$ cat config.mk
export PLATFORM = sky130hd
export DESIGN_NAME = hwpe_stream_fifo_monitor
export DESIGN_NICKNAME = d
export VERILOG_FILES = /design/src/rtl/hwpe_stream_fifo_monitor.sv
export SDC_FILE = /design/constraint.sdc
export NUM_CORES = 1
export LEC_CHECK = 0
export ABC_AREA = 1
export BUFFER_PORTS_ARGS = -buffer_cell sky130_fd_sc_hd__buf_2
export CORE_ASPECT_RATIO = 1.1
export CORE_MARGIN = 8
export CORE_UTILIZATION = 25
export CTS_BUF_LIST = sky130_fd_sc_hd__clkbuf_8
export CTS_CLUSTER_SIZE = 8
export DETAILED_ROUTE_END_ITERATION = 12
export PLACE_DENSITY = 0.52
export SYNTH_ARGS = -nofsm -noshare
export SYNTH_HDL_FRONTEND = slang
export SYNTH_SLANG_ARGS = --single-unit
export TNS_END_PERCENT = 1
$ cat constraint.sdc
create_clock -name clk_i -period 2.28 [get_ports clk_i]
set_clock_uncertainty 0.05 [all_clocks]
set_input_delay 0.684 -clock clk_i [delete_from_list [all_inputs] [get_ports clk_i]]
set_output_delay 0.684 -clock clk_i [all_outputs]
set_load 0.03 [all_outputs]
$ cat src/rtl/hwpe_stream_fifo_monitor.sv
// Occupancy and health monitor for a HWPE-Stream FIFO.
// Tracks fill level, high-water mark and sticky overflow/underflow errors.
module hwpe_stream_fifo_monitor #(
   parameter int unsigned FIFO_DEPTH = 8,
   localparam int unsigned CNT_WIDTH = $clog2(FIFO_DEPTH + 1)
) (
   input  logic                 clk_i,
   input  logic                 rst_ni,
   input  logic                 clear_i,
   input  logic                 push_valid_i,
   input  logic                 push_ready_i,
   input  logic                 pop_valid_i,
   input  logic                 pop_ready_i,
   input  logic [CNT_WIDTH-1:0] almost_full_thr_i,
   input  logic [CNT_WIDTH-1:0] almost_empty_thr_i,
   input  logic                 wm_clear_i,
   input  logic                 err_clear_i,
   output logic [CNT_WIDTH-1:0] count_o,
   output logic                 almost_full_o,
   output logic                 almost_empty_o,
   output logic [CNT_WIDTH-1:0] watermark_o,
   output logic                 overflow_o,
   output logic                 underflow_o
);

   localparam logic [CNT_WIDTH-1:0] DEPTH = CNT_WIDTH'(FIFO_DEPTH);
   localparam logic [CNT_WIDTH-1:0] ONE   = CNT_WIDTH'(1);

   logic [CNT_WIDTH-1:0] count_q, count_d;
   logic [CNT_WIDTH-1:0] watermark_q, watermark_d;
   logic                 overflow_q, overflow_d;
   logic                 underflow_q, underflow_d;
   logic                 push, pop;
   logic                 ovf_evt, unf_evt;

   assign push = push_valid_i & push_ready_i;
   assign pop  = pop_valid_i & pop_ready_i;

   always_comb begin
      count_d = count_q;
      ovf_evt = 1'b0;
      unf_evt = 1'b0;
      if (push && !pop) begin
         if (count_q == DEPTH) ovf_evt = 1'b1;
         else                  count_d = count_q + ONE;
      end
      if (pop && !push) begin
         if (count_q == '0) unf_evt = 1'b1;
         else               count_d = count_q - ONE;
      end
   end

   always_comb begin
      watermark_d = watermark_q;
      if (wm_clear_i || count_d > watermark_q) watermark_d = count_d;
   end

   // a same-cycle error event outranks err_clear_i
   assign overflow_d  = ovf_evt | (overflow_q  & ~err_clear_i);
   assign underflow_d = unf_evt | (underflow_q & ~err_clear_i);

   always_ff @(posedge clk_i or negedge rst_ni) begin
      if (!rst_ni) begin
         count_q     <= '0;
         watermark_q <= '0;
         overflow_q  <= 1'b0;
         underflow_q <= 1'b0;
      end else if (clear_i) begin
         count_q     <= '0;
         watermark_q <= '0;
         overflow_q  <= 1'b0;
         underflow_q <= 1'b0;
      end else begin
         count_q     <= count_d;
         watermark_q <= watermark_d;
         overflow_q  <= overflow_d;
         underflow_q <= underflow_d;
      end
   end

   assign count_o        = count_q;
   assign watermark_o    = watermark_q;
   assign overflow_o     = overflow_q;
   assign underflow_o    = underflow_q;
   assign almost_full_o  = count_q >= almost_full_thr_i;
   assign almost_empty_o = count_q <= almost_empty_thr_i;

endmodule

======== Yosys cells after proc, flatten, opt, wreduce, memory -nomap -nowiden ========
Cells that the tools add are included.
W data, S select, Z words.
word-level totals
  register bits ........................... 10
  latch bits .............................. 0
  bits in writable memories ............... 0
  ROM bits ................................ 0
  input port bits ......................... 17
  output and inout port bits .............. 12
  logic and storage cells ................. 37
  memories kept ........................... 0
cells by class
  add/subtract/negate cells ............... 2
  multiply operators ...................... 0
  divide/modulo/power cells ............... 0
  order comparisons ....................... 3
  equal/unequal tests ..................... 1
  shift operators ......................... 0
  muxes and demuxes ....................... 13
  bitwise logic cells ..................... 7
  reduce and logical (&&, ||, !) cells .... 7
operators with widths
  cell                   number
  $mux W4                7
  $mux W1                6
  $add A4 B1 Y4 const B  1
  $and A1 B1 Y1          4
  $eq A4 B4 Y1 const B   1
  $ge A4 B4 Y1           1
  $gt A4 B4 Y1           1
  $le A4 B4 Y1           1
  $logic_not A4 Y1       1
  $sub A4 B1 Y4 const B  1
  $logic_and A1 B1 Y1    2
  $logic_not A1 Y1       2
  $or A1 B1 Y1           2
  $reduce_bool A2 Y1     1
  $logic_or A1 B1 Y1     1
  $not A1 Y1             1

======== Longest topological paths before layout ========
Gate-level depths: netlist of run 1.
  depth after elaboration ................. 10
  mapped depth ............................ 19
  gate-level depth less buffers ........... 19

======== Worst setup path after synthesis of run 1 ========
Ideal clock, no wire load.
  kind .................................... register to register
  from .................................... register count_q[0] (netlist: count_o[0])
  to ...................................... register watermark_q[2] (netlist: watermark_o[2])
  library setup time ...................... 0.118 ns
  arrival ................................. 2.250 ns
  data required time ...................... 2.112 ns
  path slack .............................. -0.138 ns
  stages on the path, launching flop included .. 19
  path buffers ............................ 0
  clock period less this slack ............ 2.418 ns
  cell sequence ........................... dfrtp_1 inv_1 ha_1 inv_1 nor2_4 nand2_4 nand3_1 nand2_1 nand2_1 inv_1 ha_1 nand2_1 inv_1 nand2_1 nand2_1 nand2_1 nand2_1 nand4_1 nand2_1
between the ends
  longest elaborated chain between the ends .. 8
  elaborated cells on any way between the ends .. 13
  those cells by class .................... 2 x add/sub; 1 x order compare; 1 x eq/ne; 6 x mux; 3 x reduce/logical
RTL lines
  what                                           RTL line  text
  from (decl)                                    29        logic [CNT_WIDTH-1:0] count_q, count_d;
  from (signal assigned)                         74        count_q <= count_d;
  $add A4 B1 Y4 or $eq A4 B4 Y1 (tied branches)  45, 44
  $mux W4                                        44        if (count_q == DEPTH) ovf_evt = 1'b1;
  $mux W4                                        43        if (push && !pop) begin
  $mux W4                                        48        if (count_q == '0) unf_evt = 1'b1;
  $mux W4 (*)                                    47        if (pop && !push) begin
  $gt A4 B4 Y1                                   55        if (wm_clear_i || count_d > watermark_q) watermark_d = count_d;
  $logic_or A1 B1 Y1                             55
  $reduce_bool A2 Y1 (no line)                   n/a
  to (signal assigned)                           75        watermark_q <= watermark_d;
  to (decl)                                      30        logic [CNT_WIDTH-1:0] watermark_q, watermark_d;
Every way passes the cells marked *; elsewhere a longest branch is shown, timed or not. The select of a mux whose other input is x is not followed.
A chain may end at the register's enable or synchronous reset.

======== Final worst setup path of run 1 ========
  from .................................... input almost_empty_thr_i[3]
  to ...................................... output almost_empty_o
between the ends
  longest elaborated chain between the ends .. 1
RTL lines
  what          RTL line  text
  from (decl)   15        input logic [CNT_WIDTH-1:0] almost_empty_thr_i,
  $le A4 B4 Y1  86        assign almost_empty_o = count_q <= almost_empty_thr_i;
  to (decl)     20        output logic almost_empty_o,
No other way between the ends.

==> impl_results.md, run 1 <==
* Remaining DRCs at 0
* Post-layout util at 38.05%
* Grt ovf at 0
* Worst min path class: input port to async pin
* Slew headroom at 76.58%
* DIE AREA at 6218 um^2
* Critical path arrival at 1.51 ns
* Crit Reg-Reg Startpoint: count_o[1]
* Leakage dissipation at 0.0008211 uW
* Syn_nets at 169
* Dpl cells at 234
* First-pass GRT wire length at 4443 um
* Starting DRT DRC Count at 48
* Crit path kind: input port to output port
* Ant diodes at 0
* Port Buffers at 28
* Die height at 81.91 um
* DIE WIDTH at 75.92 um
* Sequential share of the synthesized area at 25.35%
* CTS tree: done
* Synthesis-stage register bit count at 10
* Core area at 3874 um^2
* Tcrit/Tclk final at 98.44%
* Fill cells at 412
* Syn Area/Cell at 7.154 um^2
* Largest net degree at the start of global routing at 11
* GRT Overall Usage at 8.611%
* Synth cell types at 18
* Final setup viols at 0
* CTS H-tree lvls at 1
* DP HPWL at 2120 um
* Slew @ Worst Pin at 0.3512 ns
* Initial antenna violation count at 0
* RSZ-0062 raised after global routing: yes
* PwrDens at 595.5 nW/um^2
* Share of cells above drive strength 1 at 47.34%
* Cell Rows at 24
* I/O pins at 29
* Worst hold margin at 0.2519 ns
* Synth Cell Area at 987.2 um^2
* Final WL at 2584 um
* Post-Synthesis Cells at 138
* Max clock buf depth at 2
* Tmin final at 2.244 ns
* RD Place Congestion at 0.7723
* Final ANT Viol Nets at 0
* Clock slew at reported path FFs at 0.05 ns
* Startpoint Class: input port
* TritonRoute pass-1 iters at 6
* R2r setup slk at 0.10 ns
* CTS root buffer: clkbuf_8
* Num CTS Buffers at 3
* Via Count at 1,013
* Clock Sink Count at 10
* Final Max Tran Viols at 0
* Dpl ws at -0.2582 ns
* Max-cap violations at 0
* Worst Path Required at 1.55 ns
* Final setup margin at 0.03551 ns
* Starting Density at 25.48%
* Worst-path fanout max at 3
* Wire per inst at 10.77 um
* Final Hold Vio Count at 0
* Outcome: complete, no violations
* Vias per cell at 4.221
* Non-filler cells, final at 240
* Worst Setup SP: almost_empty_thr_i[3]
* Maximum operating frequency at 445.5 MHz
* Vias in the first global route at 1,010
* YS warnings at 0
* Area grow syn2layout at 49.30%
* Setup_tns at 0 ns
* Maximum vdd drop at 0.0003325 V
* Final nets at 220
* Nature of the critical path endpoint: output port
* Worst-Skew Late Latency at 0.24 ns
[registers in the layout (all words and copies together) (netlist names)]
register,flops
count_o,4
watermark_o,4
overflow_o,1
underflow_o,1
[layout make-up]
cell class | count | area [um^2] | share of cell area, %
Multi-Input combinational cell | 99 | 696.9 | 47.28
Timing Repair Buffer | 47 | 299.0 | 20.29
Sequential cell | 10 | 252.7 | 17.15
Inverter | 28 | 105.1 | 7.131
Tap cell | 52 | 65.06 | 4.414
Clock buffer | 4 | 55.05 | 3.735
[Yosys cell counts]
cell / count / area (um^2)
nand2_4: 3 / 33.78
a21oi_2: 1 / 8.760
inv_2: 3 / 11.26
ha_1: 14 / 175.2
buf_6: 1 / 11.26
o21ai_0: 1 / 5.000
nor2_2: 2 / 12.51
dfrtp_1: 10 / 250.2
nor2_4: 3 / 33.78
nand3_2: 2 / 20.02
nor2_1: 8 / 30.03
o211ai_1: 2 / 15.01
nand2_2: 6 / 37.54
inv_1: 25 / 93.84
a21oi_1: 5 / 25.02
nand3_1: 15 / 75.07
nand4_1: 4 / 25.02
nand2_1: 33 / 123.9
[where the power goes]
part | switching (uW) | total [uW] | internal, uW
Combinational | 253 | 437 | 184
Clock | 70.4 | 222 | 152
Sequential | 21.4 | 218 | 197
Total | 344 | 878 | 533
[metrics by stage]
step | cell area [um^2] | total power (uW)
5_1_grt | 1474 | 954.5
2_1_floorplan | 992.2 | 474.7
3_5_place_dp | 1314 | 611.1
3_3_place_gp | 1314 | 609.5
6_report | 1474 | 877.7
4_1_cts | 1413 | 857.7
[cells by family (layout without fill, tap and decap cells)]
family / Yosys count / after routing / synth area share [%]
buffers and inverters: 29 / 79 / 11.79
AND/OR/NAND/NOR: 76 / 76 / 39.67
flip-flops: 10 / 10 / 25.35
adder cells (fa/ha/maj): 14 / 14 / 17.74
AO/OA/AOI/OAI: 9 / 9 / 5.449
[critical path, cell delays in order]
cell	delay, ns
buf_2	0.08
inv_1	0.03
ha_1	0.31
a21oi_1	0.15
nand2_1	0.06
nand2_1	0.07
buf_6	0.13
[path summary, 6_finish.rpt]
| path | cells after the start | end |
|---|---|---|
| min | 1 | watermark_o[2] |
| max reg2reg | 19 | watermark_o[2] |
| min reg2reg | 2 | overflow_o |
| min in group clk_i | 2 | overflow_o |
| max in group asynchronous | 1 | count_o[0] |
| max | 7 | almost_empty_o |
[what timing repair did]
action | CTS | global route
hold buffers | 0 | 0
cloned | 0 | 0
endpoints found under the setup margin | 6 | 6
buffers inserted | 0 | 2
resized for setup | 9 | 13
pin swaps | 5 | 8
[layer usage]
metal | global-route usage (%) | share of wire [%]
met1 | 9.454 | 45
met2 | 15.25 | 47
met3 | 2.079 | 5.2
met4 | 4.706 | 2.1
met5 | 0 | 0
[layout by cell type, fill, tap and decap left out]
cell type and n:
nand2_2 9, dfrtp_2 2, buf_2 26, buf_6 3, nand2_1 29, nor2_4 3, a21oi_1 4, nor2_1 8
ha_2 1, nand4_1 4, ha_4 4, nand3_2 3, ha_1 9, nand3_1 14, o21ai_1 1, clkbuf_8 4
buf_4 18, o211ai_1 2, dfrtp_1 8, nor2_2 2, inv_2 8, nand2_4 4, a21oi_2 2, inv_1 20
Power figures use the tool's default switching activity.
==> run 2: changes to the inputs <==
Settings changed: BUFFER_PORTS_ARGS -buffer_cell sky130_fd_sc_hd__buf_2 to not set, CORE_MARGIN 8 to 5, DONT_BUFFER_PORTS set to 1, PLACE_DENSITY 0.52 to not set, PLACE_DENSITY_LB_ADDON set to 0.15.
==> run 2 against run 1 <==
Net effect: the run now ends with negative setup slack left; cell area shrank 6.7%; routed wire length shrank 0.50%; combinational power shrank 9.6%; sequential cell count is the same; largest power group unchanged; total power shrank 6.6%; global-route usage grew 1.5 points; count of clock-buffer cells in the layout shrank 1; via count shrank 5.5%; core utilization shrank 2.8 points; fmax shrank 3.6%; sequential share of layout area grew 1.2 points; first-iteration DRC count shrank 79%.
==> impl_results.md, run 2 (synthesized netlist as in run 1, its figures left out) <==
* Outcome: complete, but fails checks
* Violated checks: negative setup slack
* Highest-delay cell along the critical path: dfrtp_2
* CP peak stage delay at 0.42 ns
* Cell Rows at 24
* Clock Sink Count at 10
* Tmin final at 2.328 ns
* PwrDens at 596.2 nW/um^2
* RD Place Congestion at 0.7623
* Most frequent cells in the layout: nand2_1, buf_4, inv_1
* Final WL at 2571 um
* Leakage dissipation at 0.0007503 uW
* Area grow syn2layout at 39.29%
* CP Cell Sequence: buf_6 > buf_6 > ha_4 > inv_2 > nor2_2 > o211ai_1 > nand3_1 > buf_6
* # hold bufs at CTS at 0
* RSZ-0062 raised after global routing: yes
* Startpoint Class: flip-flop
* Vias in the first global route at 1,031
* Max-cap violations at 0
* Die height at 75.91 um
* Vias per cell at 4.330
* Final Max Tran Viols at 0
* Maximum operating frequency at 429.5 MHz
* DP HPWL at 2244 um
* Nature of the critical path endpoint: output port
* Largest net degree at the start of global routing at 11
* DIE WIDTH at 69.92 um
* Cell mode on critical path: buf_6
* GRT Overall Usage at 10.15%
* CTS tree: done
* Fill cells at 447
* Final setup viols at 1
* Starting Density at 25.29%
* Crit path kind: flip-flop to output port
* Critical path arrival at 1.59 ns
* Initial antenna violation count at 0
* Num CTS Buffers at 3
* Slew @ Worst Pin at 0.3740 ns
* Cell Area, Placed at 1241 um^2
* Tcrit/Tclk final at 102.1%
* TritonRoute pass-1 iters at 4
* Via Count at 957
* Worst Path Required at 1.55 ns
* Clock slew at reported path FFs at 0.05 ns
* Starting DRT DRC Count at 10
* Share of cells above drive strength 1 at 40.24%
* Cell area after layout at 1375 um^2
* CTS H-tree lvls at 1
* Core area at 3904 um^2
* First-pass GRT wire length at 4498 um
* DIE AREA at 5307 um^2
* Overall Power at 819.8 uW
* Worst-Skew Late Latency at 0.23 ns
* Register area at 252.7 um^2
* Final Hold Vio Count at 0
* Max clock buf depth at 2
* Area taken by multi-input logic gates at 685.7 um^2
* Final ANT Viol Nets at 0
* Slew headroom at 75.07%
* Worst-path fanout max at 3
* Remaining DRCs at 0
* Ant diodes at 0
* Grt ovf at 0
* CTS root buffer: clkbuf_8
* Final nets at 201
* Port Buffers at 0
* Worst min path class: input port to async pin
* Final setup margin at -0.04817 ns
* Maximum vdd drop at 0.0003934 V
* I/O pins at 29
* Most common cell after layout, fill and taps aside: nand2_1
* Wire per inst at 11.63 um
[run 2: changes by cell type in the layout (fill, tap and decap cells not counted), moves of 2 or more]
| cell | before | now |
|---|---|---|
| buf_2 | 26 | 0 |
| buf_4 | 18 | 25 |
| ha_1 | 9 | 12 |
| ha_4 | 4 | 2 |
| inv_1 | 20 | 23 |
| inv_2 | 8 | 6 |
| nand2_1 | 29 | 26 |
| nand2_2 | 9 | 11 |
[run 2: area by class of cell]
type,instances,area share [%]
multi-input combinational,99,49.86
sequential,10,18.38
clock buffer,3,3.003
clock inverter,1,0.2730
tap,52,4.732
timing repair buffer,28,16.11
inverter,28,7.643
[run 2: through the flow]
| step | std cells | TNS, ns | hold WS (ns) | setup WS, ns | util (%) |
|---|---|---|---|---|---|
| 2_1_floorplan | 138 | 0 | 0.3384 | 0.006660 | - |
| 3_3_place_gp | 215 | -0.2771 | 0.3387 | -0.09409 | 31.79 |
| 3_5_place_dp | 215 | -0.5874 | 0.3387 | -0.1623 | 31.79 |
| 4_1_cts | 220 | -0.08264 | 0.09411 | -0.06902 | 34.13 |
| 5_1_grt | 221 | -0.7542 | 0.07766 | -0.1502 | 35.22 |
| 6_report | 221 | -0.04817 | 0.09572 | -0.04817 | 35.22 |
[run 2: final timing paths]
check | from | cells past startpoint | slack (ns) | end
worst max register to register | count_o[1] | 18 | 0.05 | watermark_o[3]
worst max-delay path | count_o[1] | 8 | -0.05 | almost_full_o
max in group asynchronous | rst_ni | 0 | 2.01 | count_o[0]
worst min register to register | overflow_o | 2 | 0.64 | overflow_o
min in group clk_i | clear_i | 1 | 0.46 | count_o[3]
worst min-delay path | rst_ni | 0 | 0.1 | watermark_o[1]
[run 2: metal layers]
metal | GRT usage, % | up-vias | wire, um | part of all wire, %
met5 | 0 | - | 0 | 0
met4 | 1.724 | 0 | 0 | 0
met3 | 2.646 | 0 | 140 | 5.4
met2 | 19.19 | 22 | 1368 | 53
met1 | 11.37 | 438 | 1061 | 41
li1 | - | 497 | - | -
[run 2: report_power, final]
part           internal (uW)  switching, uW  total [uW]
Combinational            175            221         395
Clock                    117           61.2         178
Sequential               197           49.3         246
[run 2: what timing repair did]
| action | in CTS | in global routing |
|---|---|---|
| setup buffers | 1 | 1 |
| pin swaps | 3 | 2 |
| endpoints found under the setup margin | 6 | 6 |
| resized for setup | 10 | 10 |
| cloned | 0 | 0 |
| endpoints found under the hold margin | 0 | 0 |
[run 2: worst max-delay path, delay by kind of cell (launching register included)]
kind                     cells  cell delay (ns)
adder cells (fa/ha/maj)      1             0.26
flip-flops                   1             0.42
AND/OR/NAND/NOR              2             0.19
AO/OA/AOI/OAI                1             0.10
buffers and inverters        4             0.39
==> run 3: changes to the inputs <==
Settings changed: SETUP_SLACK_MARGIN set to 0.05, SLEW_MARGIN set to 0.
==> run 3 against run 2 <==
Net effect: the flow now finishes without violations; worst hold slack worse by 0.0037 ns; highest routed layer is now met4; global-route usage increased by 0.24 points; core utilization up 2.9 points; combinational power is 15% higher; register-to-register slack improved by 0.05 ns; sequential power up 2%; die area unchanged; count of clock-buffer cells in the layout rose by 1; clock power is 23% higher.
==> impl_results.md, run 3 (synthesized netlist as in run 1, its figures left out) <==
* Worst Path Required at 1.55 ns
* TritonRoute pass-1 iters at 4
* CTS root buffer: clkbuf_8
* GRT Overall Usage at 10.39%
* Most frequent cells in the layout: nand2_1, buf_4, inv_1
* Worst path depth at 7
* Leakage dissipation at 0.0007342 uW
* First-pass GRT wire length at 4547 um
* Max-cap violations at 0
* Remaining DRCs at 0
* Via Count at 943
* Non-filler cells, final at 217
* CP peak stage delay at 0.41 ns
* Worst min path class: input port to async pin
* Worst-Skew Late Latency at 0.23 ns
* Outcome: complete, no violations
* Num CTS Buffers at 3
* Starting Density at 25.29%
* Slew @ Worst Pin at 0.4142 ns
* Worst-path fanout max at 6
* Final Hold Vio Count at 0
* Slew headroom at 72.39%
* Port Buffers at 0
* Final setup viols at 0
* Crit Reg-Reg Startpoint: count_o[0]
* CP delay by family, top: flip-flops
* Starting DRT DRC Count at 22
* Tmin final at 2.227 ns
* Crit path kind: flip-flop to output port
* Ant diodes at 0
* Max clock buf depth at 2
* Clock slew at reported path FFs at 0.05 ns
* Final Max Tran Viols at 0
* Die height at 75.91 um
* Final ANT Viol Nets at 0
* Most common cell after layout, fill and taps aside: nand2_1
* Fill cells at 422
* Nature of the critical path endpoint: output port
* CP bufs+invs at 3
* RD Place Congestion at 0.7057
* Dpl cells at 208
* Final WL at 2642 um
* Area grow syn2layout at 50.57%
* Largest net degree at the start of global routing at 11
* Final nets at 197
* Share of cells above drive strength 1 at 50.30%
* Maximum operating frequency at 449.0 MHz
* Maximum vdd drop at 0.0003222 V
* Post-layout util at 38.08%
* DIE WIDTH at 69.92 um
* Vias in the first global route at 1,005
* Core area at 3904 um^2
* Cell mode on critical path: buf_6
* Startpoint Class: flip-flop
* DIE AREA at 5307 um^2
* Vias per cell at 4.346
* Grt ovf at 0
* CP Cell Sequence: buf_6 > ha_4 > inv_1 > nor2_1 > o211ai_1 > nand3_1 > buf_6
* Wire per inst at 12.18 um
* Cell Rows at 24
* RSZ-0062 raised after global routing: yes
* Tcrit/Tclk final at 97.68%
* CTS tree: done
* # hold bufs at CTS at 0
* Initial antenna violation count at 0
* Worst reg2reg path depth at 17
* PwrDens at 620.9 nW/um^2
* Clock Sink Count at 10
* CTS H-tree lvls at 1
* Critical path arrival at 1.49 ns
* I/O pins at 29
* Worst Setup SP: count_o[1]
* Highest-delay cell along the critical path: dfrtp_2
* DP HPWL at 2083 um
[run 3: cell count changes in the layout (fill, tap and decap cells not counted), moves of 3 or more]
cell,previous run,this run
ha_1,12,5
ha_4,2,9
buf_4,25,19
inv_1,23,18
inv_2,6,9
nand2_1,26,23
[run 3: stage by stage]
step / worst slack, ns / TNS [ns] / hold slack, ns / area, um^2 / total power, uW
floorplan: 0.05402 / 0 / 0.3384 / 1010 / 484.6
global placement: -0.1446 / -0.4323 / 0.3389 / 1206 / 584.0
finish: 0.05286 / 0 / 0.09203 / 1486 / 922.9
detailed placement: -0.1275 / -0.4370 / 0.3388 / 1206 / 591.6
CTS: 0.03047 / 0 / 0.08918 / 1348 / 852.2
global route: -0.05044 / -0.09509 / 0.08291 / 1486 / 991.2
[run 3: cell type report]
cell class / count / area, um^2 / area share (%)
Sequential cell: 10 / 255.2 / 17.17
Clock buffer: 4 / 55.05 / 3.704
Inverter: 28 / 107.6 / 7.239
Tap cell: 52 / 65.06 / 4.377
Timing Repair Buffer: 24 / 198.9 / 13.38
Multi-Input combinational cell: 99 / 804.5 / 54.12
[run 3: worst paths after layout]
check	to	slack, ns
hold / removal	watermark_o[3]	0.09
setup / recovery	almost_full_o	0.05
max in group asynchronous	count_o[0]	2.01
min in group clk_i	count_o[3]	0.45
hold reg to reg	overflow_o	0.62
setup reg to reg	watermark_o[3]	0.10
[run 3: layer usage]
| metal | GRT usage [%] | share of wire (%) | vias to the layer above |
|---|---|---|---|
| met3 | 3.042 | 6.8 | 4 |
| met4 | 4.023 | 1.2 | 0 |
| met5 | 0 | 0 | - |
| li1 | - | - | 492 |
| met2 | 18.53 | 52 | 26 |
| met1 | 11.42 | 40 | 421 |
[run 3: worst register-to-register path, cell delays in order, from the launching register on]
cell     delay, ns
dfrtp_2       0.46
inv_4         0.09
ha_4          0.14
inv_2         0.04
nor2_4        0.14
nand2_4       0.09
nand3_2       0.07
nand2_2       0.06
nand2_2       0.09
inv_2         0.05
ha_4          0.27
nand2_2       0.05
inv_2         0.06
nand3_2       0.06
nand2_2       0.13
nand2_4       0.08
nand4_1       0.10
nand2_1       0.07
[run 3: timing repair]
action,in CTS,in global routing
resized for setup,14,27
endpoints found under the hold margin,0,0
setup buffers,2,3
endpoints found under the setup margin,6,6
pin swaps,8,19
[run 3: report_power, final]
| part | switching (uW) | internal (uW) |
|---|---|---|
| Clock | 67.0 | 152 |
| Combinational | 248 | 206 |
| Sequential | 53.3 | 197 |
| Total | 368 | 555 |
